===== src/rtl/pixel_frame_writer.sv =====
// -----------------------------------------------------------------------------
// pixel_frame_writer
//
// Last stage of the render pipeline. It takes one formatted pixel per valid
// beat and writes it into a double-buffered 12-bit frame buffer through a
// registered ready/valid memory write port. A small FIFO absorbs memory stalls
// because the upstream pipeline cannot be stalled. A two-state machine holds
// the write path after the last pixel of a frame. At the next vsync it then
// hands the finished back buffer to the display.
//
// Handshake: a write transfers on every rising clk_in edge where
// wr_valid_out && wr_ready_in. While wr_valid_out is high and wr_ready_in is
// low, wr_addr_out and wr_data_out hold steady. wr_valid_out never drops
// without a transfer.
//
// Ports
//   clk_in, rst_n_in         clock, asynchronous active-low reset
//   x_in, y_in               pixel coordinates
//   block_visible_in         1: use {r,g,b}, 0: use BG_COLOR
//   r_in, g_in, b_in         4-bit colour channels
//   valid_in                 pixel beat (no back-pressure)
//   vsync_in                 single-cycle display vsync
//   wr_valid_out/ready_in    memory write handshake
//   wr_addr_out              {back buffer index, y*WIDTH+x}
//   wr_data_out              {r,g,b}
//   front_sel_out            buffer currently displayed
//   frame_done_out           one-cycle pulse when buffers swap
//   overflow_out             sticky, set when any pixel was dropped
//   drop_count_out           saturating count of dropped pixels
//   state_dbg_out            frame-swap FSM state (0 FILL, 1 WAIT_SWAP)
// -----------------------------------------------------------------------------
module pixel_frame_writer #(
    parameter int          WIDTH      = 1024,
    parameter int          HEIGHT     = 768,
    parameter int          FIFO_DEPTH = 16,
    parameter logic [11:0] BG_COLOR   = 12'h000,
    parameter int          ADDR_W     = 20
) (
    input  logic              clk_in,
    input  logic              rst_n_in,
    input  logic [10:0]       x_in,
    input  logic [9:0]        y_in,
    input  logic              block_visible_in,
    input  logic [3:0]        r_in,
    input  logic [3:0]        g_in,
    input  logic [3:0]        b_in,
    input  logic              valid_in,
    input  logic              vsync_in,
    output logic              wr_valid_out,
    input  logic              wr_ready_in,
    output logic [ADDR_W:0]   wr_addr_out,
    output logic [11:0]       wr_data_out,
    output logic              front_sel_out,
    output logic              frame_done_out,
    output logic              overflow_out,
    output logic [15:0]       drop_count_out,
    output logic              state_dbg_out
);

    localparam int IDX_W   = $clog2(FIFO_DEPTH);
    localparam int PTR_W   = IDX_W + 1;
    localparam int ENTRY_W = 1 + ADDR_W + 12;

    localparam logic [10:0] X_LIM  = 11'(WIDTH);
    localparam logic [9:0]  Y_LIM  = 10'(HEIGHT);
    localparam logic [10:0] X_LAST = 11'(WIDTH - 1);
    localparam logic [9:0]  Y_LAST = 10'(HEIGHT - 1);

    typedef enum logic {
        FILL      = 1'b0,
        WAIT_SWAP = 1'b1
    } state_e;

    // ------------------------------------------------------------------
    // Input filter and FIFO entry formation
    // ------------------------------------------------------------------
    logic               in_ok;
    logic               in_last;
    logic [ADDR_W-1:0]  in_addr;
    logic [11:0]        in_color;
    logic [ENTRY_W-1:0] push_entry;

    assign in_ok      = valid_in && (x_in < X_LIM) && (y_in < Y_LIM);
    assign in_last    = (x_in == X_LAST) && (y_in == Y_LAST);
    assign in_addr    = ADDR_W'(y_in) * ADDR_W'(WIDTH) + ADDR_W'(x_in);
    assign in_color   = block_visible_in ? {r_in, g_in, b_in} : BG_COLOR;
    assign push_entry = {in_last, in_addr, in_color};

    // ------------------------------------------------------------------
    // FIFO storage and pointers (extra MSB separates full from empty)
    // ------------------------------------------------------------------
    logic [ENTRY_W-1:0] mem_q [FIFO_DEPTH];
    logic [PTR_W-1:0]   wr_ptr_q, wr_ptr_d;
    logic [PTR_W-1:0]   rd_ptr_q, rd_ptr_d;
    logic [PTR_W-1:0]   fifo_count;
    logic               fifo_full;
    logic               fifo_empty;
    logic [ENTRY_W-1:0] rd_entry;

    assign fifo_count = wr_ptr_q - rd_ptr_q;
    assign fifo_full  = (fifo_count == PTR_W'(FIFO_DEPTH));
    assign fifo_empty = (wr_ptr_q == rd_ptr_q);
    assign rd_entry   = mem_q[rd_ptr_q[IDX_W-1:0]];

    // ------------------------------------------------------------------
    // Output register, FSM and status state
    // ------------------------------------------------------------------
    state_e             state_q, state_d;
    logic               out_valid_q, out_valid_d;
    logic [ADDR_W:0]    out_addr_q, out_addr_d;
    logic [11:0]        out_data_q, out_data_d;
    logic               out_last_q, out_last_d;
    logic               front_sel_q, front_sel_d;
    logic               frame_done_q, frame_done_d;
    logic               overflow_q, overflow_d;
    logic [15:0]        drop_cnt_q, drop_cnt_d;

    logic xfer;
    logic pop_allow;
    logic swap;
    logic pop;
    logic push;
    logic drop;

    assign xfer = out_valid_q && wr_ready_in;

    // Pops stop once the last pixel of a frame is transferring, so nothing
    // from the next frame is loaded before the swap decides its buffer.
    assign pop  = pop_allow && !fifo_empty &&
                  (!out_valid_q || (xfer && !out_last_q));
    assign push = in_ok && (!fifo_full || pop);
    assign drop = in_ok && !push;

    // FSM: state register
    always_ff @(posedge clk_in or negedge rst_n_in) begin
        if (!rst_n_in) begin
            state_q <= FILL;
        end else begin
            state_q <= state_d;
        end
    end

    // FSM: next state
    always_comb begin
        state_d = state_q;
        case (state_q)
            FILL:      if (xfer && out_last_q) state_d = WAIT_SWAP;
            WAIT_SWAP: if (vsync_in)           state_d = FILL;
            default:                           state_d = FILL;
        endcase
    end

    // FSM: outputs
    always_comb begin
        pop_allow = 1'b0;
        swap      = 1'b0;
        case (state_q)
            FILL:      pop_allow = 1'b1;
            WAIT_SWAP: swap      = vsync_in;
            default:   pop_allow = 1'b0;
        endcase
    end

    // Next-state for datapath and status registers
    always_comb begin
        wr_ptr_d     = wr_ptr_q;
        rd_ptr_d     = rd_ptr_q;
        out_valid_d  = out_valid_q;
        out_addr_d   = out_addr_q;
        out_data_d   = out_data_q;
        out_last_d   = out_last_q;
        front_sel_d  = front_sel_q ^ swap;
        frame_done_d = swap;
        overflow_d   = overflow_q | drop;
        drop_cnt_d   = drop_cnt_q;

        if (push) wr_ptr_d = wr_ptr_q + PTR_W'(1);

        if (pop) begin
            rd_ptr_d    = rd_ptr_q + PTR_W'(1);
            out_valid_d = 1'b1;
            // The write targets the buffer not on screen at load time.
            out_addr_d  = {~front_sel_q, rd_entry[12 +: ADDR_W]};
            out_data_d  = rd_entry[11:0];
            out_last_d  = rd_entry[ENTRY_W-1];
        end else if (xfer) begin
            out_valid_d = 1'b0;
        end

        if (drop && (drop_cnt_q != 16'hFFFF)) drop_cnt_d = drop_cnt_q + 16'd1;
    end

    always_ff @(posedge clk_in or negedge rst_n_in) begin
        if (!rst_n_in) begin
            wr_ptr_q     <= '0;
            rd_ptr_q     <= '0;
            out_valid_q  <= 1'b0;
            out_addr_q   <= '0;
            out_data_q   <= '0;
            out_last_q   <= 1'b0;
            front_sel_q  <= 1'b0;
            frame_done_q <= 1'b0;
            overflow_q   <= 1'b0;
            drop_cnt_q   <= '0;
        end else begin
            wr_ptr_q     <= wr_ptr_d;
            rd_ptr_q     <= rd_ptr_d;
            out_valid_q  <= out_valid_d;
            out_addr_q   <= out_addr_d;
            out_data_q   <= out_data_d;
            out_last_q   <= out_last_d;
            front_sel_q  <= front_sel_d;
            frame_done_q <= frame_done_d;
            overflow_q   <= overflow_d;
            drop_cnt_q   <= drop_cnt_d;
        end
    end

    // Storage needs no reset: the pointers define what is valid.
    always_ff @(posedge clk_in) begin
        if (push) mem_q[wr_ptr_q[IDX_W-1:0]] <= push_entry;
    end

    assign wr_valid_out   = out_valid_q;
    assign wr_addr_out    = out_addr_q;
    assign wr_data_out    = out_data_q;
    assign front_sel_out  = front_sel_q;
    assign frame_done_out = frame_done_q;
    assign overflow_out   = overflow_q;
    assign drop_count_out = drop_cnt_q;
    assign state_dbg_out  = state_q;

endmodule


===== config.mk =====
export PLATFORM = sky130hd
export DESIGN_NAME = pixel_frame_writer
export DESIGN_NICKNAME = d
export VERILOG_FILES = /design/src/rtl/pixel_frame_writer.sv
export SDC_FILE = /design/constraint.sdc
export NUM_CORES = 1
export LEC_CHECK = 0
export BUFFER_PORTS_ARGS = -buffer_cell sky130_fd_sc_hd__buf_4
export CAP_MARGIN = 20
export CORE_ASPECT_RATIO = 2
export CORE_MARGIN = 3
export CORE_UTILIZATION = 30
export CTS_CLUSTER_SIZE = 8
export DETAILED_ROUTE_END_ITERATION = 10
export PLACE_DENSITY = 0.56
export REMOVE_ABC_BUFFERS = 1
export SETUP_SLACK_MARGIN = 0.15
export SLEW_MARGIN = 20
export SYNTH_ARGS = -nofsm -noshare
export SYNTH_HDL_FRONTEND = slang
export SYNTH_SLANG_ARGS = --single-unit

===== constraint.sdc =====
create_clock -name clk_in -period 7.3 [get_ports clk_in]
set_input_delay 2.19 -clock clk_in [delete_from_list [all_inputs] [get_ports clk_in]]
set_output_delay 2.19 -clock clk_in [all_outputs]
set_load 0.03 [all_outputs]

== Word-level counts from Yosys, hierarchy flattened ==
Memory sizes are Yosys's and may differ from the RTL's. A register that Yosys moved wholly into a read port is not among the register bits.
Cells that the tools add are included.

* Word-level logic and storage cells: 56
* Latch bits: 0
* Memories kept: 1
* Register bits: 52
* Memory bits (read-only): 0
* Memory bits (writable): 528
* Output and inout port bits: 54
* Bits of input ports: 39

* Bitwise logic cells: 4
* Mux-type cells: 10
* Eq/ne operators: 5
* Multipliers: 0
* Divide/modulo/power cells: 0
* Add/subtract/negate cells: 5
* Reduce and logical (&&, ||, !) cells: 20
* $lt $le $gt $ge: 2
* Shift-type cells: 0

{| class="wikitable"
|+ Memories
! name !! depth !! width !! read ports !! clocked after Yosys merged registers in !! write ports !! RTL line !! RTL
|-
| mem_q || 16 || 33 || 1 || 1 || 1 || 92 || <nowiki>logic [ENTRY_W-1:0] mem_q [FIFO_DEPTH];</nowiki>
|}

{| class="wikitable"
|+ Operators by type and width
! kind !! count
|-
| adder 20 x 11 -> 20 bit || 1
|-
| adder 16 x 1 -> 16 bit, second input constant || 1
|-
| != test 16 bit, second input constant || 1
|-
| 2-to-1 mux 12 bit || 1
|-
| == test 11 x 10 -> 1 bit, second input constant || 1
|-
| logical AND 1 bit || 11
|-
| less-than comparator 11 bit, second input constant || 1
|-
| adder 5 x 1 -> 5 bit, second input constant || 2
|-
| == test 10 bit, second input constant || 1
|-
| less-than comparator 10 bit, second input constant || 1
|-
| 2-to-1 mux 1 bit || 8
|-
| zero test 1 bit || 6
|-
| == test 5 bit || 1
|-
| == test 5 bit, second input constant || 1
|-
| subtractor 5 bit || 1
|-
| logical OR 1 bit || 2
|-
| inverter 1 bit || 2
|-
| one-hot mux 1 bit (2 select lines) || 1
|-
| nonzero test 2 bit || 1
|-
| OR 1 bit || 1
|-
| XOR 1 bit || 1
|}

== Longest topological paths before layout ==
Gate-level depths: netlist of the first run.

* Depth in word-level cells: 9
* Mapped depth: 11
* Mapped depth without buffers: 7

== Worst setup path before layout of the first run ==
No wires, ideal clock.

* Path type: input port to flip-flop
* From: input port wr_ready_in
* To: memory mem_q[0][0] (netlist bit), enable pin
* Setup slack: 1.579 ns
* Stages: 5
* Buffers on the path: 0
* Required time: 6.836 ns
* Arrival time: 5.257 ns
* Library setup time: 0.464 ns
* Path through: nand2b_1 > a221oi_4 > or2_2 > o211ai_1 > nor3_1

* Longest elaborated chain between the ends: 8

{| class="wikitable"
|+ RTL lines
! what !! RTL line !! RTL
|-
| from (decl) || 50 || <nowiki>input logic wr_ready_in,</nowiki>
|-
| logical AND 1 bit || 125 || <nowiki>assign xfer = out_valid_q && wr_ready_in;</nowiki>
|-
| logical AND 1 bit || 130 || <nowiki>(!out_valid_q || (xfer && !out_last_q));</nowiki>
|-
| logical OR 1 bit || 130 ||
|-
| logical AND 1 bit || 129 || <nowiki>assign pop = pop_allow && !fifo_empty &&</nowiki>
|-
| logical OR 1 bit || 131 || <nowiki>assign push = in_ok && (!fifo_full || pop);</nowiki>
|-
| logical AND 1 bit || 131 ||
|-
| 2-to-1 mux 1 bit || 221 || <nowiki>if (push) mem_q[wr_ptr_q[IDX_W-1:0]] <= push_entry;</nowiki>
|-
| 2-to-1 mux 1 bit (not written as such) || 221 ||
|-
| to (decl) || 92 ||
|}

Every way passes these cells.

== Final worst setup path of the first run ==
* From: input port wr_ready_in
* To: memory mem_q[13][24] (netlist bit), enable pin

Same word-level chain as after synthesis.

==> flow_metrics.py, run 1 <==
metrics = {
    "timing": {
        "drv_slew": 0,
        "timing.final.setup_violations": 0,
        "maxClockFrequency_mhz": 238,
        "timing.final.crit_period_ns": 4.20,
        "timing_worst_slew_pin_value_ns": 1.16,
        "final.setup_skew_ns": 0.0203,
        "finalCritPeriodShare": 0.576,
        "slew-limit-headroom": 0.223,
        "final_hold_violation_count": 0,
        "grt_setup_unrepaired": "no",
        "layout_setup_ws_ns": 3.10,
        "sum_of_negative_setup_slack_ns": 0,
        "fin_worst_hold_slack_ns": 0.478,
    },
    "synth": {
        "synth-edff-count": 528,
        "synthesis.instances": 1101,
        "post-synth-top-area-fraction": 0.685,
        "post_synth_main_area_contributors": "edfxtp_1 69%, mux4_2 13%, dfrtp_1 7.0%",
        "post_synth_num_cell_types": 49,
        "postSynth.asyncResetShare": 0.110,
        "ys_warn_count": 0,
        "post_synth_instance_area_um2": 23100,
        "yosysSeqAreaShare": 0.756,
        "synth_area_leader_cell": "edfxtp_1",
        "postSynthRegisterBits": 593,
        "postSynth.topFlopCell": "edfxtp_1",
        "postSynthAreaPerCell_um2": 21.0,
    },
    "place": {
        "pre_cts_ws_ns": 2.43,
        "io_buffer_count": 92,
        "place_inst": 2188,
        "detailed_place.area_um2": 25300,
        "dpl.hpwl_um": 32400,
        "gp_congestion": 0.738,
    },
    "floorplan": {
        "std_cell_rows": 143,
        "ios": 93,
        "floorplan.core_area_um2": 76200,
        "die_area_um2": 80700,
        "chipWidth_um": 202,
        "die_height_um": 399,
        "starting_density_of_the_core": 0.304,
    },
    "pwr": {
        "ir_worst_vdd_mv": 0.272,
        "leakage_power_total_nw": 9.29,
        "power.density_nw_per_um2": 391,
        "totalPowerFinal_mw": 10.9,
    },
    "worst_setup_path": {
        "worst-endpoint-arrival_ns": 4.48,
        "critPathRequiredTime_ns": 7.58,
        "crit_type": "in -> reg",
        "critPathMaxStageDelay_ns": 0.69,
        "crit_fanout": 17,
        "reg2reg_depth": 8,
        "worstReg2RegStart": "rd_ptr_q[3]",
        "critical_path.cell_chain": "buf_4 > nand2b_1 > a221oi_4 > or2_2 > o211ai_1 > nor2_4 > buf_4",
        "critPathCaptureType": "flip-flop",
        "cp_num_buf_inv": 2,
        "timing.reg2reg.setup_slack_ns": 3.27,
        "most_prevalent_standard_cell_on_the_critical_path": "buf_4",
        "timing.critical_path.max_delay_family": "simple AND/OR/NAND/NOR gates",
        "critPathLaunchType": "primary input",
        "timing.critical_path.slowest_stage_cell": "nor2_4",
        "capturing_point_of_the_worst_reg2reg_path": "mem_q[13][24]",
    },
    "detailed_routing": {
        "antenna_violating_nets_post_route": 0,
        "finalWirelength_um": 56600,
        "vias_per_cell": 4.82,
        "drcViolationCount": 0,
        "avgRoutedWirePerCell_um": 24.2,
        "drt_first_pass_iters": 5,
        "via_count": 11300,
        "first_iter_violations": 735,
    },
    "global_route": {
        "globalRoute.totalOverflow": 0,
        "grt_antenna_before_repair": 0,
        "grtUsageMet1": 0.157,
        "grt_pass1_vias": 12400,
        "grt_max_degree": 97,
        "globalRouteMet3Util": 0.0278,
        "groute.layer.met2.usage": 0.263,
        "grt_pass1_wl_um": 83600,
        "groute.usage.overall": 0.141,
        "grt_busiest_layer": "met2",
    },
    "finish": {
        "finish.cell_count_without_fillers": 2340,
        "final_layout_size_suffix_gt1_frac": 0.294,
        "multiInputGateArea_um2": 5530,
        "post_route_core_utilization": 0.364,
        "fillCellCount": 7078,
        "finalNetCount": 1310,
        "mostFrequentLayoutCells": "528 x edfxtp_1, 132 x mux4_2, 125 x buf_4",
        "fin_area_um2": 27800,
        "syn2layout_area_growth_pct": 20.0,
        "seq_area_um2": 17500,
        "layout.cells.most_common": "edfxtp_1",
        "n_antenna_cell": 0,
    },
    "clock_tree": {
        "clock_insertion_delay_worst_skew_ns": 0.62,
        "postCtsSetupRepairBufs": 0,
        "clock_sinks": 593,
        "post_cts.resized_instances": 0,
        "clkSlewWorstSetupHoldPaths_ns": 0.05,
        "number_of_h_tree_branching_levels": 3,
        "tritoncts": "built",
        "clock_tree.buffer_depth": 3,
        "cts-root-buf": "clkbuf_16",
        "numCtsBuffers": 84,
        "cts_hold_buf": 0,
    },
    "worst_hold_path": {
        "hold_path_class": "reg -> reg",
        "holdPathEnd": "wr_addr_out[20]",
        "hold_path_startpoint": "wr_addr_out[20]",
        "hold_depth": 2,
    },
    "run": {
        "max_cap_viol_count": 0,
    },
    "run_status": {
        "status": "completed",
    },
}
[sequential cells by signal, summed over array words and instances (netlist names)]
signal          count
wr_ptr_q            5
out_last_q          1
rd_ptr_q            5
wr_addr_out        21
overflow_out        1
frame_done_out      1
drop_count_out     16
state_dbg_out       1
front_sel_out       1
wr_data_out        12
wr_valid_out        1
mem_q             528
[layout make-up]
type,instances,area share
multi-input cells,446,0.199
clock inverters,4,0.00194
clock buffers,148,0.0874
flip-flops and latches,593,0.630
well taps,1015,0.0457
inverters,8,0.00117
repair buffers,126,0.0345
[worst reg2reg max path, cell delays in order, from the launching register on]
cell	delay, ns
dfrtp_1	0.39
inv_4	0.52
ha_1	0.40
and2_1	0.23
a221oi_4	0.44
or2_2	0.24
o211ai_1	0.31
nor2_4	0.69
buf_4	0.45
[how the worst max path moves through the flow]
stage | end | cells after the start | slack, ns | from
floorplan | mem_q[0][0] | 6 | -1.75 | rd_ptr_q[0]
global placement | mem_q[13][13] | 7 | 2.50 | wr_ready_in
detailed placement | mem_q[13][24] | 7 | 2.43 | wr_ready_in
CTS | mem_q[13][24] | 7 | 3.09 | wr_ready_in
global route | mem_q[13][13] | 7 | 2.96 | wr_ready_in
finish | mem_q[13][24] | 7 | 3.10 | wr_ready_in
[where the power goes]
group	internal [mW]	total, mW	switching, mW	leakage (nW)
clock network	2.24	3.65	1.41	1.18
registers	3.98	4.18	0.192	5.59
logic	1.29	3.04	1.75	2.52
total	7.51	10.9	3.35	9.29
[synthesized netlist by cell type, types with 2 or more instances]
cell	count
nand4b_1	2
inv_1	7
a21oi_1	2
nor2_1	19
xnor2_1	24
edfxtp_1	528
and3_1	9
and2_1	16
xor2_1	7
nand3_1	19
mux4_2	132
nand4_1	14
ha_1	12
a21oi_2	2
buf_1	8
dfrtp_1	65
buf_4	7
o211ai_1	4
nand2b_1	4
buf_2	19
nor2b_1	2
mux2i_1	68
mux2_1	3
o221ai_1	33
nand2_1	45
clkbuf_1	20
o211ai_2	2
o21ai_0	2
nor3_1	6
[logic make-up after synthesis]
group / count (synthesis) / share of synthesized area
multiplexers: 204 / 0.160
flip-flops: 593 / 0.756
AO/OA/AOI/OAI: 54 / 0.0211
buffers and inverters: 62 / 0.0122
XOR/XNOR: 33 / 0.0134
adder cells (fa/ha/maj): 12 / 0.00649
AND/OR/NAND/NOR: 143 / 0.0313
[routing by layer]
metal  routed length [um]  part of all wire  vias to the layer above
met5                    0                 0                        -
met4                 1570             0.028                        0
met3                 2390             0.042                       82
met2                31500              0.56                      269
met1                21200              0.37                     6058
li1                     -                 -                     4867
(Power assumes the default switching activity.)
==> run 2: changes to the inputs <==
==> constraint.sdc (replaced) <==
create_clock -name clk_in -period 4.1 [get_ports clk_in]
set_input_delay 1.23 -clock clk_in [delete_from_list [all_inputs] [get_ports clk_in]]
set_output_delay 1.23 -clock clk_in [all_outputs]
set_load 0.03 [all_outputs]
==> flow_metrics.py, run 2 (same netlist as run 1, synthesis figures left out) <==
metrics = {
    "floorplan": {
        "chipWidth_um": 202,
        "die_height_um": 399,
        "ios": 93,
        "die_area_um2": 80700,
        "floorplan.core_area_um2": 76200,
        "starting_density_of_the_core": 0.304,
        "std_cell_rows": 143,
    },
    "place": {
        "place_inst": 2202,
        "dpl.hpwl_um": 36700,
        "gp_congestion": 0.748,
        "pre_cts_ws_ns": 0.479,
        "io_buffer_count": 92,
        "detailed_place.area_um2": 25600,
    },
    "clock_tree": {
        "post_cts.resized_instances": 0,
        "postCtsSetupRepairBufs": 0,
        "clkSlewWorstSetupHoldPaths_ns": 0.05,
        "clock_sinks": 593,
        "number_of_h_tree_branching_levels": 3,
        "numCtsBuffers": 84,
        "cts-root-buf": "clkbuf_16",
        "clock_insertion_delay_worst_skew_ns": 0.62,
        "tritoncts": "built",
        "clock_tree.buffer_depth": 3,
        "cts_hold_buf": 0,
    },
    "pwr": {
        "totalPowerFinal_mw": 19.7,
        "leakage_power_total_nw": 9.40,
        "ir_worst_vdd_mv": 0.463,
        "power.density_nw_per_um2": 702,
    },
    "finish": {
        "syn2layout_area_growth_pct": 21.4,
        "layout.cells.most_common": "edfxtp_1",
        "n_antenna_cell": 0,
        "finish.cell_count_without_fillers": 2358,
        "post_route_core_utilization": 0.368,
        "fillCellCount": 7082,
        "flip_flop_count_of_the_largest_register_after_layout": 528,
        "finalNetCount": 1324,
        "final_layout_size_suffix_gt1_frac": 0.300,
        "mostFrequentLayoutCells": "528 x edfxtp_1, 132 x mux4_2, 125 x buf_4",
        "fin_area_um2": 28100,
    },
    "timing": {
        "drv_slew": 0,
        "layout_setup_ws_ns": 0.708,
        "maxClockFrequency_mhz": 295,
        "timing_worst_slew_pin_value_ns": 0.980,
        "timing.final.crit_period_ns": 3.39,
        "timing.final.setup_violations": 0,
        "finalCritPeriodShare": 0.827,
        "grt_setup_unrepaired": "no",
        "slew-limit-headroom": 0.347,
        "final.setup_skew_ns": 0.0255,
        "final_hold_violation_count": 0,
    },
    "detailed_routing": {
        "routed-wl-met3_um": 2580,
        "avgRoutedWirePerCell_um": 24.9,
        "met2RoutedLength_um": 32300,
        "drt_first_pass_iters": 5,
        "via_count": 11400,
        "finalWirelength_um": 58800,
        "wirelength_met1_um": 21300,
        "first_iter_violations": 920,
        "antenna_violating_nets_post_route": 0,
        "routed.top_layer": "met4",
        "vias_per_cell": 4.81,
        "drcViolationCount": 0,
    },
    "run": {
        "max_cap_viol_count": 0,
    },
    "worst_setup_path": {
        "critical_path.cell_chain": "ha_1 > and2_1 > a221oi_4 > or2_2 > o211ai_1 > nor2_4 > buf_12",
        "cp_num_buf_inv": 1,
        "critPathCaptureType": "flip-flop",
        "crit_type": "reg -> reg",
        "critPathRequiredTime_ns": 4.40,
        "critPathLaunchType": "flip-flop",
        "timing.critical_path.max_delay_family": "simple AND/OR/NAND/NOR gates",
        "crit_fanout": 20,
        "timing.critical_path.slowest_stage_cell": "dfrtp_1",
        "worst-endpoint-arrival_ns": 3.70,
        "critPathMaxStageDelay_ns": 0.61,
    },
    "global_route": {
        "globalRoute.totalOverflow": 0,
        "grt_pass1_vias": 12500,
        "grt_max_degree": 136,
        "grt_antenna_before_repair": 0,
        "groute.usage.overall": 0.147,
        "grt_pass1_wl_um": 86500,
    },
    "worst_hold_path": {
        "hold_path_class": "reg -> reg",
    },
    "run_status": {
        "status": "completed",
    },
}
[run 2: changes by cell type in the layout (fill, tap and decap cells not counted), sizes merged]
| cell | change |
|---|---|
| clkinvlp | +1 |
| clkbuf | +3 |
| buf | +14 |
| inv | +1 |
| clkinv | -1 |
[run 2: worst min-delay path: stages, from the launching register on]
cell and delay, ns:
dfrtp_1 0.34, nand2_1 0.04, o21ai_0 0.06
[run 2: metal layers]
layer,track usage,vias to the layer above
li1,-,4909
met1,0.162,6033
met2,0.272,303
met3,0.0297,107
met4,0.0681,0
met5,0,-
[run 2: through the flow]
stage          hold WS [ns]   TNS, ns
2_1_floorplan         0.470  -2442.59
3_3_place_gp          0.466         0
3_5_place_dp          0.474         0
4_1_cts               0.484         0
5_1_grt               0.520         0
6_report              0.478         0
[run 2: where the power goes]
group	internal [mW]	switching, mW
registers	7.10	0.306
logic	2.44	3.41
clock network	3.94	2.51
[run 2: final cells by class]
class / count / area, um2 / area share
inverter: 8 / 32.5 / 0.00116
clock buffer: 151 / 2410 / 0.0857
multi-input combinational: 446 / 5530 / 0.197
clock inverter: 5 / 61.3 / 0.00218
sequential: 593 / 17500 / 0.623
tap: 1015 / 1270 / 0.0452
timing repair buffer: 140 / 1280 / 0.0457
[run 2: worst paths after layout]
| kind | slack (ns) | depth (start not counted) | to | start |
|---|---|---|---|---|
| max | 0.71 | 7 | mem_q[5][13] | wr_ptr_q[3] |
| min | 0.48 | 2 | wr_addr_out[20] | wr_addr_out[20] |
| max reg2reg | 0.71 | 7 | mem_q[5][13] | wr_ptr_q[3] |
| min reg2reg | 0.48 | 2 | wr_addr_out[20] | wr_addr_out[20] |
| max in group asynchronous | 2.74 | 2 | wr_addr_out[6] | rst_n_in |
| min in group asynchronous | 0.60 | 1 | rd_ptr_q[4] | rst_n_in |
==> run 3: changes to the inputs <==
--- a/config.mk
+++ b/config.mk
@@ -12,7 +12,7 @@
 export CORE_UTILIZATION = 30
 export CTS_CLUSTER_SIZE = 8
 export DETAILED_ROUTE_END_ITERATION = 10
-export PLACE_DENSITY = 0.56
+export PLACE_DENSITY = 0.57
 export REMOVE_ABC_BUFFERS = 1
 export SETUP_SLACK_MARGIN = 0.15
 export SLEW_MARGIN = 20
==> constraint.sdc (replaced) <==
create_clock -name clk_in -period 2.95 [get_ports clk_in]
set_input_delay 0.885 -clock clk_in [delete_from_list [all_inputs] [get_ports clk_in]]
set_output_delay 0.885 -clock clk_in [all_outputs]
set_load 0.03 [all_outputs]
==> flow_metrics.py, run 3 (same netlist as run 1, synthesis figures left out) <==
metrics = {
    "timing": {
        "sum_of_negative_setup_slack_ns": 0,
        "slew-limit-headroom": 0.413,
        "timing.final.crit_period_ns": 2.73,
        "grt_setup_unrepaired": "no",
        "final.setup_skew_ns": 0.0225,
        "timing_worst_slew_pin_value_ns": 0.880,
        "drv_slew": 0,
        "timing.final.setup_violations": 0,
        "final_hold_violation_count": 0,
        "finalCritPeriodShare": 0.924,
        "maxClockFrequency_mhz": 367,
    },
    "finish": {
        "n_antenna_cell": 0,
        "flip_flop_count_of_the_largest_register_after_layout": 528,
        "finalNetCount": 1338,
        "fillCellCount": 7003,
        "syn2layout_area_growth_pct": 22.1,
        "mostFrequentLayoutCells": "528 x edfxtp_1, 132 x mux4_2, 128 x buf_4",
        "layout.cells.most_common": "edfxtp_1",
        "final_layout_size_suffix_gt1_frac": 0.307,
    },
    "pwr": {
        "switching_power_of_the_nets_mw": 8.50,
        "ir_worst_vdd_mv": 0.644,
        "sw_frac_of_total": 0.313,
        "internal-power_mw": 18.7,
        "power.density_nw_per_um2": 962,
        "pwr-share-clk": 0.329,
        "comb_power_share": 0.295,
        "power_frac_seq": 0.377,
        "leakage_power_total_nw": 9.46,
        "totalPowerFinal_mw": 27.2,
    },
    "clock_tree": {
        "cts-root-buf": "clkbuf_16",
        "clock_sinks": 593,
        "numCtsBuffers": 84,
        "clock_insertion_delay_worst_skew_ns": 0.62,
        "cts_hold_buf": 0,
        "clock_tree.buffer_depth": 3,
        "number_of_h_tree_branching_levels": 3,
        "tritoncts": "built",
        "clkSlewWorstSetupHoldPaths_ns": 0.06,
    },
    "run_status": {
        "status": "completed",
    },
    "floorplan": {
        "floorplan.core_area_um2": 76200,
        "chipWidth_um": 202,
        "starting_density_of_the_core": 0.304,
        "std_cell_rows": 143,
        "die_height_um": 399,
        "ios": 93,
        "die_area_um2": 80700,
    },
    "worst_setup_path": {
        "crit_type": "reg -> reg",
        "critPathLaunchType": "flip-flop",
        "crit_fanout": 5,
        "reg2reg_depth": 11,
        "crit_path_start": "rd_ptr_q[1]",
        "critPathCaptureType": "flip-flop",
        "worstReg2RegStart": "rd_ptr_q[1]",
        "crit_path_end": "mem_q[0][30]",
        "capturing_point_of_the_worst_reg2reg_path": "mem_q[0][30]",
        "worst-endpoint-arrival_ns": 3.04,
        "critPathRequiredTime_ns": 3.27,
        "timing.reg2reg.setup_slack_ns": 0.22,
    },
    "detailed_routing": {
        "antenna_violating_nets_post_route": 0,
        "avgRoutedWirePerCell_um": 23.2,
        "drcViolationCount": 0,
        "finalWirelength_um": 55100,
        "via_count": 11400,
        "drt_first_pass_iters": 4,
        "first_iter_violations": 773,
        "vias_per_cell": 4.80,
    },
    "global_route": {
        "grt_antenna_before_repair": 0,
        "grt_pass1_wl_um": 82800,
        "globalRoute.totalOverflow": 0,
        "grt_pass1_vias": 12800,
        "groute.usage.overall": 0.137,
        "grt_max_degree": 136,
    },
    "place": {
        "gp_congestion": 0.724,
        "io_buffer_count": 92,
        "dpl.hpwl_um": 33400,
    },
    "run": {
        "max_cap_viol_count": 0,
    },
    "worst_hold_path": {
        "hold_path_class": "in -> async",
    },
}
## run 3: worst max-delay path: stages (launching register included)
cell	delay [ns]
dfrtp_4	0.50
inv_4	0.07
ha_4	0.19
nor2b_2	0.15
o211ai_1	0.30
o21a_2	0.25
o211ai_1	0.09
buf_4	0.17
buf_4	0.16
nor3_4	0.18
buf_6	0.18
clkbuf_16	0.17
## run 3: metrics by stage
step,setup slack (ns),hold slack [ns],std cells,area (um2),util
final,0.223,0.285,2373,28200,0.371
after floorplan,-6.10,0.470,1047,22900,-
after CTS,0.191,0.280,2367,28100,0.369
after detailed placement,0.0726,0.483,2206,25700,0.337
after global placement,0.0607,0.474,2206,25700,0.337
after global routing,0.138,0.317,2373,28200,0.371
## run 3: power by group through the flow
stage / clock [mW] / combinational [mW] / sequential [mW]
3_5_place_dp: 0 / 8.09 / 10.4
2_1_floorplan: 0 / 4.05 / 11.3
3_3_place_gp: 0 / 8.06 / 10.4
6_report: 8.94 / 8.01 / 10.2
5_1_grt: 9.51 / 8.62 / 10.3
4_1_cts: 9.17 / 8.12 / 10.2
## run 3: final cells by class
type | count | area [um2] | area share
multi-input combinational | 446 | 5530 | 0.196
inverter | 8 | 35.0 | 0.00124
tap | 1015 | 1270 | 0.0450
clock inverter | 8 | 119 | 0.00421
clock buffer | 149 | 2350 | 0.0830
timing repair buffer | 154 | 1460 | 0.0518
sequential | 593 | 17500 | 0.619
## run 3: repair_timing
item	CTS	global route
hold endpoints to repair	0	0
resized for setup	0	12
endpoints found under the setup margin	132	33
cloned	0	3
pin swaps	2	2
setup buffers	4	3
## run 3: metal layers
layer	track usage	vias up	wire length [um]
met1	0.167	6079	21900
met5	0	-	0
met4	0.0487	0	1500
met2	0.247	290	29500
li1	-	4929	-
met3	0.0218	99	2110
## run 3: worst min-delay path by stage
stage          slack, ns              end
2_1_floorplan       0.47       out_last_q
3_3_place_gp        0.47  wr_addr_out[20]
3_5_place_dp        0.48  wr_addr_out[20]
4_1_cts             0.28  wr_addr_out[16]
5_1_grt             0.32  wr_addr_out[17]
6_report            0.28  wr_addr_out[17]
